**config.mk**
```make
export PLATFORM = sky130hd
export DESIGN_NAME = mc_ctrl_flat
export DESIGN_NICKNAME = d
export VERILOG_FILES = /design/src/rtl/mc_ctrl_pkg.sv /design/src/rtl/mc_ctrl_if.sv /design/src/rtl/mc_ctrl_wait_cnt.sv /design/src/rtl/mc_ctrl.sv /design/src/flat_wrapper.sv
export SDC_FILE = /design/constraint.sdc
export NUM_CORES = 1
export LEC_CHECK = 0
export CORE_UTILIZATION = 30
export CTS_BUF_LIST = sky130_fd_sc_hd__clkbuf_16
export CTS_CLUSTER_SIZE = 14
export DETAILED_ROUTE_END_ITERATION = 8
export SLEW_MARGIN = 10
export SYNTH_ARGS = -nofsm -noshare
export SYNTH_HDL_FRONTEND = slang
export SYNTH_HIERARCHICAL = 1
export SYNTH_SLANG_ARGS = --single-unit
export TNS_END_PERCENT = 50
```
**constraint.sdc**
```tcl
create_clock -name clk -period 1.4 [get_ports clk]
set_input_delay 0.28 -clock clk [delete_from_list [all_inputs] [get_ports clk]]
set_output_delay 0.28 -clock clk [all_outputs]
set_load 0.03 [all_outputs]
```
**src/rtl/mc_ctrl_pkg.sv**
```systemverilog
// Shared definitions for the multi-cycle MIPS controller: state encodings,
// opcode constants and datapath select encodings.
package mc_ctrl_pkg;

    typedef enum logic [3:0] {
        S_FETCH    = 4'd0,
        S_DECODE   = 4'd1,
        S_MEM_ADDR = 4'd2,
        S_MEM_RD   = 4'd3,
        S_MEM_WB   = 4'd4,
        S_MEM_WR   = 4'd5,
        S_EXEC_R   = 4'd6,
        S_R_WB     = 4'd7,
        S_EXEC_I   = 4'd8,
        S_I_WB     = 4'd9,
        S_BRANCH   = 4'd10,
        S_JUMP     = 4'd11,
        S_HALT     = 4'd12
    } state_t;

    localparam logic [5:0] OP_RTYPE = 6'h00;
    localparam logic [5:0] OP_LW    = 6'h23;
    localparam logic [5:0] OP_SW    = 6'h2B;
    localparam logic [5:0] OP_BEQ   = 6'h04;
    localparam logic [5:0] OP_J     = 6'h02;
    localparam logic [5:0] OP_ADDI  = 6'h08;
    localparam logic [5:0] OP_ORI   = 6'h0D;

    localparam logic [1:0] ALU_ADD   = 2'd0;
    localparam logic [1:0] ALU_SUB   = 2'd1;
    localparam logic [1:0] ALU_FUNCT = 2'd2;
    localparam logic [1:0] ALU_OR    = 2'd3;

    localparam logic [1:0] SRCB_B      = 2'd0;
    localparam logic [1:0] SRCB_FOUR   = 2'd1;
    localparam logic [1:0] SRCB_IMM    = 2'd2;
    localparam logic [1:0] SRCB_IMM_SH = 2'd3;

    localparam logic [1:0] PCSRC_ALU    = 2'd0;
    localparam logic [1:0] PCSRC_ALUOUT = 2'd1;
    localparam logic [1:0] PCSRC_JUMP   = 2'd2;

    // Bundle of every datapath control, so a whole cycle's decode is one value
    typedef struct packed {
        logic       pc_write;
        logic       pc_write_cond;
        logic       i_or_d;
        logic       mem_read;
        logic       mem_write;
        logic       ir_write;
        logic       reg_dst;
        logic       mem_to_reg;
        logic       reg_write;
        logic       alu_src_a;
        logic [1:0] alu_src_b;
        logic [1:0] alu_op;
        logic [1:0] pc_source;
        logic       retire;
    } ctrl_t;

    function automatic logic is_supported(input logic [5:0] op);
        return op inside {OP_RTYPE, OP_LW, OP_SW, OP_BEQ, OP_J, OP_ADDI, OP_ORI};
    endfunction

endpackage

```
**src/rtl/mc_ctrl_if.sv**
```systemverilog
// Controller <-> datapath bundle: IR opcode and memory handshake in, all
// enables/selects out. The illegal flag exists only under MC_ILLEGAL_TRAP_EN.
interface mc_ctrl_if #(
    parameter int STATE_W = 4
);
    logic [5:0]         opcode;
    logic               mem_ready;
    logic               pc_write;
    logic               pc_write_cond;
    logic               i_or_d;
    logic               mem_read;
    logic               mem_write;
    logic               ir_write;
    logic               reg_dst;
    logic               mem_to_reg;
    logic               reg_write;
    logic               alu_src_a;
    logic [1:0]         alu_src_b;
    logic [1:0]         alu_op;
    logic [1:0]         pc_source;
    logic [STATE_W-1:0] state;
    logic               retire;
    logic               mem_timeout;
`ifdef MC_ILLEGAL_TRAP_EN
    logic               illegal;
`endif

    modport master (
        input  opcode, mem_ready,
        output pc_write, pc_write_cond, i_or_d, mem_read, mem_write, ir_write,
               reg_dst, mem_to_reg, reg_write, alu_src_a, alu_src_b, alu_op,
               pc_source, state, retire, mem_timeout
`ifdef MC_ILLEGAL_TRAP_EN
        , output illegal
`endif
    );

    modport slave (
        output opcode, mem_ready,
        input  pc_write, pc_write_cond, i_or_d, mem_read, mem_write, ir_write,
               reg_dst, mem_to_reg, reg_write, alu_src_a, alu_src_b, alu_op,
               pc_source, state, retire, mem_timeout
`ifdef MC_ILLEGAL_TRAP_EN
        , input illegal
`endif
    );

endinterface

```
**src/rtl/mc_ctrl_wait_cnt.sv**
```systemverilog
// Saturating memory-wait counter; pulses timeout once, on the wait cycle
// whose count reaches MEM_WAIT_MAX (0 disables the pulse).
module mc_wait_cnt #(
    parameter int MEM_WAIT_MAX = 15
) (
    input  logic clk,
    input  logic rst_n,
    input  logic active,
    input  logic mem_ready,
    output logic timeout
);
    localparam int CNT_W = (MEM_WAIT_MAX < 2) ? 1 : $clog2(MEM_WAIT_MAX + 1);
    localparam logic [CNT_W-1:0] LIMIT = CNT_W'(MEM_WAIT_MAX);
    localparam logic [CNT_W-1:0] LAST  = CNT_W'(MEM_WAIT_MAX - 1);

    logic [CNT_W-1:0] count;
    logic             waiting;

    assign waiting = rst_n && active && !mem_ready;

    always_ff @(posedge clk) begin
        if (!rst_n || !active || mem_ready) begin
            count <= '0;
        end else if (count != LIMIT) begin
            count <= count + CNT_W'(1);
        end
    end

    // The register still holds the previous count, so the limit cycle is LAST
    generate
        if (MEM_WAIT_MAX == 0) begin : g_off
            assign timeout = 1'b0;
        end else begin : g_on
            assign timeout = waiting && (count == LAST);
        end
    endgenerate

endmodule

```
**src/rtl/mc_ctrl.sv**
```systemverilog
// Multi-cycle MIPS control FSM. Define MC_ILLEGAL_TRAP_EN to trap unsupported
// opcodes in a HALT state (with an illegal flag) instead of treating them as NOPs.
module mc_ctrl
    import mc_ctrl_pkg::*;
#(
    parameter int MEM_WAIT_MAX = 15,
    parameter int STATE_W      = 4
) (
    input  logic      clk,
    input  logic      rst_n,
    mc_ctrl_if.master bus
);
    state_t state_q;
    state_t state_d;
    ctrl_t  ctrl;
    logic   wait_active;
    logic   timeout;

    always_ff @(posedge clk) begin
        if (!rst_n) begin
            state_q <= S_FETCH;
        end else begin
            state_q <= state_d;
        end
    end

    always_comb begin
        state_d = S_FETCH;
        case (state_q)
            S_FETCH:    state_d = bus.mem_ready ? S_DECODE : S_FETCH;
            S_DECODE: begin
                case (bus.opcode)
                    OP_RTYPE:       state_d = S_EXEC_R;
                    OP_LW, OP_SW:   state_d = S_MEM_ADDR;
                    OP_BEQ:         state_d = S_BRANCH;
                    OP_J:           state_d = S_JUMP;
                    OP_ADDI, OP_ORI: state_d = S_EXEC_I;
`ifdef MC_ILLEGAL_TRAP_EN
                    default:        state_d = S_HALT;
`else
                    default:        state_d = S_FETCH;
`endif
                endcase
            end
            S_MEM_ADDR: state_d = (bus.opcode == OP_SW) ? S_MEM_WR : S_MEM_RD;
            S_MEM_RD:   state_d = bus.mem_ready ? S_MEM_WB : S_MEM_RD;
            S_MEM_WB:   state_d = S_FETCH;
            S_MEM_WR:   state_d = bus.mem_ready ? S_FETCH : S_MEM_WR;
            S_EXEC_R:   state_d = S_R_WB;
            S_R_WB:     state_d = S_FETCH;
            S_EXEC_I:   state_d = S_I_WB;
            S_I_WB:     state_d = S_FETCH;
            S_BRANCH:   state_d = S_FETCH;
            S_JUMP:     state_d = S_FETCH;
`ifdef MC_ILLEGAL_TRAP_EN
            S_HALT:     state_d = S_HALT;
`endif
            default:    state_d = S_FETCH;
        endcase
    end

    // Moore decode of state; only the FETCH/MEM_WR handshake terms see mem_ready
    always_comb begin
        ctrl = '0;
        case (state_q)
            S_FETCH: begin
                ctrl.mem_read  = 1'b1;
                ctrl.alu_src_b = SRCB_FOUR;
                ctrl.alu_op    = ALU_ADD;
                ctrl.ir_write  = bus.mem_ready;
                ctrl.pc_write  = bus.mem_ready;
            end
            S_DECODE: begin
                ctrl.alu_src_a = 1'b0;
                ctrl.alu_src_b = SRCB_IMM_SH;
                ctrl.alu_op    = ALU_ADD;
`ifndef MC_ILLEGAL_TRAP_EN
                ctrl.retire    = !is_supported(bus.opcode);
`endif
            end
            S_MEM_ADDR: begin
                ctrl.alu_src_a = 1'b1;
                ctrl.alu_src_b = SRCB_IMM;
                ctrl.alu_op    = ALU_ADD;
            end
            S_MEM_RD: begin
                ctrl.mem_read = 1'b1;
                ctrl.i_or_d   = 1'b1;
            end
            S_MEM_WB: begin
                ctrl.reg_write  = 1'b1;
                ctrl.mem_to_reg = 1'b1;
                ctrl.reg_dst    = 1'b0;
                ctrl.retire     = 1'b1;
            end
            S_MEM_WR: begin
                ctrl.mem_write = 1'b1;
                ctrl.i_or_d    = 1'b1;
                ctrl.retire    = bus.mem_ready;
            end
            S_EXEC_R: begin
                ctrl.alu_src_a = 1'b1;
                ctrl.alu_src_b = SRCB_B;
                ctrl.alu_op    = ALU_FUNCT;
            end
            S_R_WB: begin
                ctrl.reg_write  = 1'b1;
                ctrl.reg_dst    = 1'b1;
                ctrl.mem_to_reg = 1'b0;
                ctrl.retire     = 1'b1;
            end
            S_EXEC_I: begin
                ctrl.alu_src_a = 1'b1;
                ctrl.alu_src_b = SRCB_IMM;
                ctrl.alu_op    = (bus.opcode == OP_ORI) ? ALU_OR : ALU_ADD;
            end
            S_I_WB: begin
                ctrl.reg_write = 1'b1;
                ctrl.reg_dst   = 1'b0;
                ctrl.retire    = 1'b1;
            end
            S_BRANCH: begin
                ctrl.alu_src_a     = 1'b1;
                ctrl.alu_src_b     = SRCB_B;
                ctrl.alu_op        = ALU_SUB;
                ctrl.pc_write_cond = 1'b1;
                ctrl.pc_source     = PCSRC_ALUOUT;
                ctrl.retire        = 1'b1;
            end
            S_JUMP: begin
                ctrl.pc_write  = 1'b1;
                ctrl.pc_source = PCSRC_JUMP;
                ctrl.retire    = 1'b1;
            end
            default: ctrl = '0;
        endcase
        // A reset cycle looks like an idle FETCH so nothing gets written
        if (!rst_n) begin
            ctrl           = '0;
            ctrl.mem_read  = 1'b1;
            ctrl.alu_src_b = SRCB_FOUR;
        end
    end

    assign wait_active = (state_q == S_FETCH) || (state_q == S_MEM_RD) ||
                         (state_q == S_MEM_WR);

    mc_wait_cnt #(
        .MEM_WAIT_MAX (MEM_WAIT_MAX)
    ) u_wait_cnt (
        .clk       (clk),
        .rst_n     (rst_n),
        .active    (wait_active),
        .mem_ready (bus.mem_ready),
        .timeout   (timeout)
    );

    assign bus.pc_write      = ctrl.pc_write;
    assign bus.pc_write_cond = ctrl.pc_write_cond;
    assign bus.i_or_d        = ctrl.i_or_d;
    assign bus.mem_read      = ctrl.mem_read;
    assign bus.mem_write     = ctrl.mem_write;
    assign bus.ir_write      = ctrl.ir_write;
    assign bus.reg_dst       = ctrl.reg_dst;
    assign bus.mem_to_reg    = ctrl.mem_to_reg;
    assign bus.reg_write     = ctrl.reg_write;
    assign bus.alu_src_a     = ctrl.alu_src_a;
    assign bus.alu_src_b     = ctrl.alu_src_b;
    assign bus.alu_op        = ctrl.alu_op;
    assign bus.pc_source     = ctrl.pc_source;
    assign bus.retire        = ctrl.retire;
    assign bus.mem_timeout   = timeout;
    assign bus.state         = STATE_W'(state_q);

`ifdef MC_ILLEGAL_TRAP_EN
    assign bus.illegal = rst_n && (state_q == S_HALT);
`endif

endmodule

```
**src/flat_wrapper.sv**
```systemverilog
// flat-port wrapper written by rule: the top's interface ports become plain ports
module mc_ctrl_flat import mc_ctrl_pkg::*;
#(
    parameter int MEM_WAIT_MAX = 15,
    parameter int STATE_W      = 4
)
  (clk, rst_n, bus_opcode, bus_mem_ready, bus_pc_write, bus_pc_write_cond, bus_i_or_d, bus_mem_read, bus_mem_write, bus_ir_write, bus_reg_dst, bus_mem_to_reg, bus_reg_write, bus_alu_src_a, bus_alu_src_b, bus_alu_op, bus_pc_source, bus_state, bus_retire, bus_mem_timeout);
  mc_ctrl_if #(.STATE_W(STATE_W)) bus_i ();
  input  logic clk;
  input  logic rst_n;
  input wire logic [$bits(bus_i.opcode)-1:0] bus_opcode;
  input wire logic [$bits(bus_i.mem_ready)-1:0] bus_mem_ready;
  output wire logic [$bits(bus_i.pc_write)-1:0] bus_pc_write;
  output wire logic [$bits(bus_i.pc_write_cond)-1:0] bus_pc_write_cond;
  output wire logic [$bits(bus_i.i_or_d)-1:0] bus_i_or_d;
  output wire logic [$bits(bus_i.mem_read)-1:0] bus_mem_read;
  output wire logic [$bits(bus_i.mem_write)-1:0] bus_mem_write;
  output wire logic [$bits(bus_i.ir_write)-1:0] bus_ir_write;
  output wire logic [$bits(bus_i.reg_dst)-1:0] bus_reg_dst;
  output wire logic [$bits(bus_i.mem_to_reg)-1:0] bus_mem_to_reg;
  output wire logic [$bits(bus_i.reg_write)-1:0] bus_reg_write;
  output wire logic [$bits(bus_i.alu_src_a)-1:0] bus_alu_src_a;
  output wire logic [$bits(bus_i.alu_src_b)-1:0] bus_alu_src_b;
  output wire logic [$bits(bus_i.alu_op)-1:0] bus_alu_op;
  output wire logic [$bits(bus_i.pc_source)-1:0] bus_pc_source;
  output wire logic [$bits(bus_i.state)-1:0] bus_state;
  output wire logic [$bits(bus_i.retire)-1:0] bus_retire;
  output wire logic [$bits(bus_i.mem_timeout)-1:0] bus_mem_timeout;
  assign bus_i.opcode = bus_opcode;
  assign bus_i.mem_ready = bus_mem_ready;
  assign bus_pc_write = bus_i.pc_write;
  assign bus_pc_write_cond = bus_i.pc_write_cond;
  assign bus_i_or_d = bus_i.i_or_d;
  assign bus_mem_read = bus_i.mem_read;
  assign bus_mem_write = bus_i.mem_write;
  assign bus_ir_write = bus_i.ir_write;
  assign bus_reg_dst = bus_i.reg_dst;
  assign bus_mem_to_reg = bus_i.mem_to_reg;
  assign bus_reg_write = bus_i.reg_write;
  assign bus_alu_src_a = bus_i.alu_src_a;
  assign bus_alu_src_b = bus_i.alu_src_b;
  assign bus_alu_op = bus_i.alu_op;
  assign bus_pc_source = bus_i.pc_source;
  assign bus_state = bus_i.state;
  assign bus_retire = bus_i.retire;
  assign bus_mem_timeout = bus_i.mem_timeout;
  mc_ctrl #(.MEM_WAIT_MAX(MEM_WAIT_MAX), .STATE_W(STATE_W)) u_core (.clk(clk), .rst_n(rst_n), .bus(bus_i));
endmodule
```
==> flow_summary.json, run 1 <==
{
  "hold_depth": 5,
  "worstRegToRegCells": 8,
  "io_buffers": 30,
  "drc": 0,
  "first_iter_violations": 39,
  "setup_slack_ns": -0.376,
  "max_cap_viol_count": 0,
  "cp.required_ns": 1.12,
  "rows": 20,
  "track_usage_pct": 20.5,
  "wl_um": 3620,
  "synth_edf_count": 0,
  "die-area_mm2": 0.00352,
  "area_growth_pct": 108,
  "dr.pass1.iters": 4,
  "syn-cell-area_um2": 987,
  "die_h_um": 59.4,
  "crit_fanout": 5,
  "period_minus_slack_ns": 1.78,
  "r2r_slack_ns": -0.21,
  "p_total_mw": 1.06,
  "synth_top_area_share_pct": 16.2,
  "clk_latency_ns": 0.23,
  "overflow": 0,
  "nNetsFinal": 223,
  "leakage_nw": 0.884,
  "place_hpwl_um": 2460,
  "hold_class": "input port to register",
  "yosysSeqAreaShare_pct": 16.2,
  "grt_setup_unrepaired": "true",
  "drive_above_1_share_pct": 67.3,
  "diodes": 0,
  "synth_ff_type": "dfxtp_1",
  "synthesis.instances": 133,
  "grt_pass1_wl_um": 5480,
  "min_to": "u_core/bus.state[3]",
  "grt_pass1_vias": 1220,
  "hold_ws_ns": 0.518,
  "numCtsBuffers": 3,
  "async_flop_share_pct": 0,
  "final_util_pct": 66.8,
  "crit_path_start_kind": "register",
  "syn_nets": 144,
  "critPathKind": "register to output pin",
  "dp_cells": 239,
  "place_congestion": 0.809,
  "synth_common_cells": "19 x nor2_1, 9 x a21oi_1, 8 x dfxtp_1",
  "end_kind": "output pin",
  "post-place-ws_ns": -0.682,
  "ys_warn_count": 6,
  "core-area_mm2": 0.00308,
  "ctsHtreeMaxLevel": 1,
  "relSlewSlack_pct": 76.2,
  "die_w_um": 59.4,
  "rr_endpoint": "u_core/bus.state[2]",
  "antenna_found_initial": 0,
  "violations": "negative setup slack",
  "final_cells": 255,
  "ir_drop_v": 0.000319,
  "wl_per_cell_um": 14.2,
  "synth-seq-cells": 8,
  "vias": 1305,
  "ant_nets": 0,
  "ios": 31,
  "setup_violations": 25,
  "yosysTopAreaCell": "dfxtp_1",
  "fin_crit_sh_pct": 127,
  "syn_avg_cell_area_um2": 7.42,
  "cts-root-buf": "clkbuf_16",
  "cts.sinks": 8,
  "clockBufferDepth": 2,
  "synthDistinctLibCells": 51,
  "slew_violations": 0,
  "hold_violations": 0,
  "skew_ns": 0.00364,
  "worst_slew_pin_slew_ns": 0.356,
  "grt_start_max_net_pins": 12,
  "start_util_pct": 32.1,
  "min_from": "bus_opcode[1]",
  "ctsHoldBuffers": 0,
  "status": "finished with violations",
  "path_clk_slew_ns": 0.04,
  "cts_tree": "done",
  "vias_per_cell": 5.12,
  "rr_startpoint": "u_core/bus.state[0]",
  "yosysMostFrequentCell": "nor2_1",
  "max_freq_ghz": 0.563,
  "critPathArrivalTime_ns": 1.50,
  "powerDensity_mw_per_mm2": 516,
  "synth.area.top_cells": "dfxtp_1 16%, nor2_1 7.2%, a21oi_1 4.6%, buf_6 4.6%, nor2b_1 4.4%"
}
==> final cells by class <==
class	count	area, µm²
Clock buffer	3	75.1
Tap cell	44	55.1
Fill cell	252	1020
Clock inverter	1	3.75
Inverter	3	11.3
Sequential cell	8	175
Timing Repair Buffer	87	753
Multi-Input combinational cell	109	982
==> repair_timing <==
item | CTS | global route
setup endpoints to repair | 23 | 25
resized for setup | 53 | 17
pin swaps | 13 | 8
setup buffers | 6 | 6
cloned | 1 | 0
==> per-stage QoR <==
| stage | TNS (ns) | area [µm²] |
|---|---|---|
| finish | -4.71 | 2060 |
| global placement | -7.21 | 1690 |
| floorplan | -1.79 | 1140 |
| global route | -6.13 | 2060 |
| CTS | -3.92 | 1940 |
| detailed placement | -7.67 | 1690 |
==> worst max path at each step <==
stage	start	slack (ns)	to	cells after the start
after floorplan	u_core/bus.state[3]	-0.17	bus_alu_op[1]	5
after global placement	bus_opcode[5]	-0.62	bus_alu_op[1]	6
after detailed placement	bus_opcode[5]	-0.68	bus_alu_op[1]	6
after CTS	u_core/bus.state[0]	-0.34	bus_mem_timeout	8
after global routing	u_core/bus.state[0]	-0.45	bus_mem_timeout	7
final	u_core/bus.state[0]	-0.38	bus_mem_timeout	7
==> registers in the layout (all words and copies together) (netlist names) <==
name / count
u_core/u_wait_cnt/count: 4
u_core/bus.state: 4
==> critical path: stages, from the launching register on <==
cell	delay, ns
dfxtp_4	0.36
nor2b_4	0.14
nor3_2	0.20
a21oi_1	0.07
nor2_1	0.11
nand3b_1	0.14
nor2_4	0.11
buf_6	0.13
==> power by group <==
part	switching (mW)	internal [mW]	total, mW
clock	0.115	0.372	0.487
combinational	0.161	0.171	0.333
sequential	0.0108	0.229	0.240
==> placed cells by master, fill, tap and decap left out, types with 2 or more instances in the layout <==
master	Yosys	final
a21o_1	3	3
a21oi_1	9	5
a21oi_2	0	4
a31o_2	2	2
a31oi_1	2	2
and2b_1	2	2
and3_4	0	2
buf_12	0	2
buf_2	4	4
buf_4	3	56
buf_6	4	19
clkbuf_16	0	3
dfxtp_1	8	4
dfxtp_4	0	4
dlygate4sd2_1	0	5
ha_1	2	2
inv_1	3	3
nand2_1	5	2
nand2_2	0	2
nand2b_1	5	3
nand2b_4	0	2
nand3_1	4	3
nand4_1	4	4
nor2_1	19	11
nor2_4	0	7
nor2b_2	1	3
nor2b_4	0	4
nor3_2	2	5
o21a_1	3	3
o21ai_0	3	2
xnor2_1	2	2
==> routing by layer <==
layer  vias to the layer above  routed length, µm  GRT usage (%)
li1                        642                  -              -
met1                       631               1510           25.5
met2                        28               1970           37.7
met3                         4                 99           2.18
met4                         0                 39           4.08
met5                         -                  0              0
==> kinds of logic (layout without fill, tap and decap cells) <==
logic type / Yosys count / count (layout) / synth area share (%)
compound gates: 35 / 35 / 25.6
xor+xnor: 3 / 3 / 2.66
simple gates: 68 / 68 / 40.9
flops: 8 / 8 / 16.2
mux: 1 / 1 / 1.01
buf+inv: 16 / 94 / 11.0
fa+ha+maj: 2 / 2 / 2.53
Power figures use the tool's default switching activity.
==> run 2: changes to the inputs <==
Settings changed: CAP_MARGIN set to 0, CORE_UTILIZATION 30 to 42, PLACE_DENSITY set to 0.76.
==> flow_summary.json, run 2 <==
{
  "status": "did not finish",
  "haltStage": "global routing",
  "error_line": "[ERROR DPL-0038] Utilization greater than 100%, impossible to legalize",
  "synth_top_area_share_pct": 16.2,
  "cts-root-buf": "clkbuf_16",
  "die_w_um": 50.5,
  "start_util_pct": 44.6,
  "synthDistinctLibCells": 51,
  "crit_endpoint": "bus_mem_timeout",
  "syn_avg_cell_area_um2": 7.42,
  "async_flop_share_pct": 0,
  "cts.sinks": 8,
  "rows": 17,
  "synth_edf_count": 0,
  "io_buffers": 30,
  "ctsHtreeMaxLevel": 1,
  "synth.area.top_cells": "dfxtp_1 16%, nor2_1 7.2%, a21oi_1 4.6%, buf_6 4.6%, nor2b_1 4.4%",
  "yosysMostFrequentCell": "nor2_1",
  "clockBufferDepth": 2,
  "numCtsBuffers": 3,
  "ys_warn_count": 6,
  "ios": 31,
  "synth_ff_type": "dfxtp_1",
  "place_hpwl_um": 2560,
  "synthesis.instances": 133,
  "yosysTopAreaCell": "dfxtp_1",
  "yosysSeqAreaShare_pct": 16.2,
  "ctsHoldBuffers": 0,
  "grt_start_max_net_pins": 10,
  "place_congestion": 0.861,
  "synth-seq-cells": 8,
  "syn_nets": 144,
  "syn-cell-area_um2": 987,
  "endpoint_type": "top-level output",
  "die_h_um": 50.5,
  "synth_common_cells": "19 x nor2_1, 9 x a21oi_1, 8 x dfxtp_1"
}
## run 2: cell families after synthesis
kind of cell | after synthesis | synth area share, %
AOI/OAI and AO/OA | 35 | 25.6
buffers and inverters | 16 | 11.0
and+or+nand+nor | 68 | 40.9
xor gates and xnor gates | 3 | 2.66
muxes | 1 | 1.01
DFF | 8 | 16.2
adders and majority gates | 2 | 2.53
## run 2: what timing repair did
| item | CTS |
|---|---|
| endpoints found under the setup margin | 25 |
| buffers inserted | 15 |
| cloned | 2 |
| pin swaps | 17 |
| resized for setup | 79 |
## run 2: metrics by stage
stage / instance area, µm² / util (%) / setup slack, ns / hold WS [ns] / std cells
floorplan: 1140 / - / -0.175 / 0.481 / 133
global placement: 1670 / 75.6 / -0.661 / 0.515 / 223
detailed placement: 1670 / 75.6 / -0.694 / 0.561 / 223
CTS: 2140 / 96.9 / -0.356 / 0.579 / 243
==> run 3: changes to the inputs <==
Settings changed: CORE_AREA set to 2 2 63 65, CORE_UTILIZATION 42 to not set, CTS_BUF_LIST sky130_fd_sc_hd__clkbuf_16 to not set, CTS_CLUSTER_SIZE 14 to not set, DIE_AREA set to 0 0 65 67, PLACE_DENSITY 0.76 to not set, PLACE_DENSITY_LB_ADDON set to 0.15.
Clock period 1.4 ns to 1.82 ns, I/O delays scaled along.
==> flow_summary.json, run 3 (synthesis gave the netlist of run 1 again) <==
{
  "crit_path_start_kind": "register",
  "die-area_mm2": 0.00436,
  "max_cap_viol_count": 0,
  "dp_cells": 225,
  "wl_per_cell_um": 12.3,
  "slew_violations": 0,
  "clk_latency_ns": 0.22,
  "rows": 22,
  "grt_setup_unrepaired": "true",
  "ctsHoldBuffers": 0,
  "place_congestion": 0.770,
  "mostFrequentLayoutCell": "buf_4",
  "critPathKind": "register to output pin",
  "ctsHtreeMaxLevel": 1,
  "worst_slew_pin_slew_ns": 0.354,
  "vias_per_cell": 4.97,
  "ant_nets": 0,
  "cts_tree": "done",
  "place_hpwl_um": 2220,
  "ios": 31,
  "area_growth_pct": 69.5,
  "max_freq_ghz": 0.544,
  "path_clk_slew_ns": 0.04,
  "p_sw_share_pct": 29.2,
  "powerDensity_mw_per_mm2": 355,
  "combPwrFrac_pct": 33.9,
  "switchingPower_mw": 0.173,
  "start_util_pct": 27.4,
  "nNetsFinal": 203,
  "grt_pass1_wl_um": 4710,
  "die_w_um": 65,
  "cts-root-buf": "clkbuf_8",
  "wl_met1_um": 1370,
  "skew_ns": 0.00523,
  "status": "finished with violations",
  "slowest_delay_ns": 0.36,
  "crit_fanout": 6,
  "highest_layer": "met3",
  "io_buffers": 30,
  "period_minus_slack_ns": 1.84,
  "drc": 0,
  "overflow": 0,
  "fin_crit_sh_pct": 101,
  "antenna_found_initial": 0,
  "grt_start_max_net_pins": 13,
  "setup_slack_ns": -0.0184,
  "die_h_um": 67,
  "cp_slowest_cell": "dfxtp_4",
  "final_cell_mix": "49 x buf_4, 14 x nor2_1, 8 x a21oi_1",
  "violations": "negative setup slack",
  "cts.sinks": 8,
  "numCtsBuffers": 3,
  "hold_violations": 0,
  "ir_drop_v": 0.000244,
  "seqPwrFrac_pct": 31.0,
  "critPathArrivalTime_ns": 1.47,
  "core-area_mm2": 0.00361,
  "fin_setup_tns_ns": -0.0184,
  "dr.pass1.iters": 4,
  "first_iter_violations": 30,
  "dr_wl_met3_um": 86,
  "hold_class": "register to register",
  "drive_above_1_share_pct": 51.6,
  "clkPwrFrac_pct": 35.1,
  "grt_pass1_vias": 1117,
  "diodes": 0,
  "crit_chain": "nor2b_4 -> nor3_2 -> a21oi_1 -> nor2_1 -> nand3b_1 -> nor2_2 -> buf_6",
  "met2_length_um": 1480,
  "clockBufferDepth": 2,
  "cp.required_ns": 1.46,
  "final_cells": 238,
  "wl_um": 2940,
  "leakage_nw": 0.739,
  "relSlewSlack_pct": 76.2,
  "setup_violations": 1,
  "intPower_mw": 0.421,
  "end_kind": "output pin",
  "track_usage_pct": 13.7,
  "vias": 1182
}
run 3: cell type report:
| class | instances | area [µm²] |
|---|---|---|
| well taps | 48 | 60.1 |
| multi-input cells | 109 | 845 |
| clock buffers | 3 | 41.3 |
| repair buffers | 67 | 541 |
| fillers | 370 | 1930 |
| inverters | 3 | 11.3 |
| flip-flops and latches | 8 | 175 |
run 3: critical path, delay by kind of cell, from the launching register on:
family          cells  cell delay, ns
flops               1            0.36
buf+inv             1            0.14
simple gates        5            0.70
compound gates      1            0.07
run 3: what timing repair did:
action | in CTS | in global routing
pin swaps | 8 | 5
gates resized for setup | 34 | 9
buffers inserted | 7 | 3
setup endpoints to repair | 11 | 9
run 3: metal layers:
| metal | vias up | GRT usage (%) |
|---|---|---|
| met2 | 22 | 26.2 |
| met4 | 0 | 1.60 |
| li1 | 604 | - |
| met5 | - | 0 |
| met3 | 0 | 3.21 |
| met1 | 556 | 15.9 |
run 3: path summary, 6_finish.rpt:
path                                    from                    endpoint  slack, ns  cells after the start
setup / recovery         u_core/bus.state[0]             bus_mem_timeout      -0.02                      7
setup reg to reg         u_core/bus.state[0]  u_core/u_wait_cnt/count[2]       0.08                     10
hold reg to reg   u_core/u_wait_cnt/count[1]  u_core/u_wait_cnt/count[1]       0.53                      2
hold / removal    u_core/u_wait_cnt/count[1]  u_core/u_wait_cnt/count[1]       0.53                      2
run 3: stage by stage:
step	util (%)	hold slack, ns	total power, mW	setup slack [ns]	cell area [µm²]
after floorplan	-	0.503	0.294	-0.0821	1040
after global placement	40.4	0.512	0.374	-0.319	1460
after detailed placement	40.4	0.529	0.377	-0.319	1460
after CTS	44.7	0.536	0.593	0.00289	1610
after global routing	46.4	0.559	0.627	-0.128	1670
final	46.4	0.534	0.594	-0.0184	1670
run 3: power by group through the flow:
stage	Combinational, mW	Sequential [mW]	Clock [mW]
floorplan	0.101	0.194	0
global placement	0.182	0.192	0
detailed placement	0.185	0.192	0
CTS	0.196	0.184	0.213
global route	0.218	0.185	0.224
finish	0.201	0.184	0.209
==> run 4: changes to the inputs <==
Settings changed: CTS_CLUSTER_SIZE set to 30.
==> results of run 4 <==
No change in the layout: final DEF, timing and power equal those of run 3.
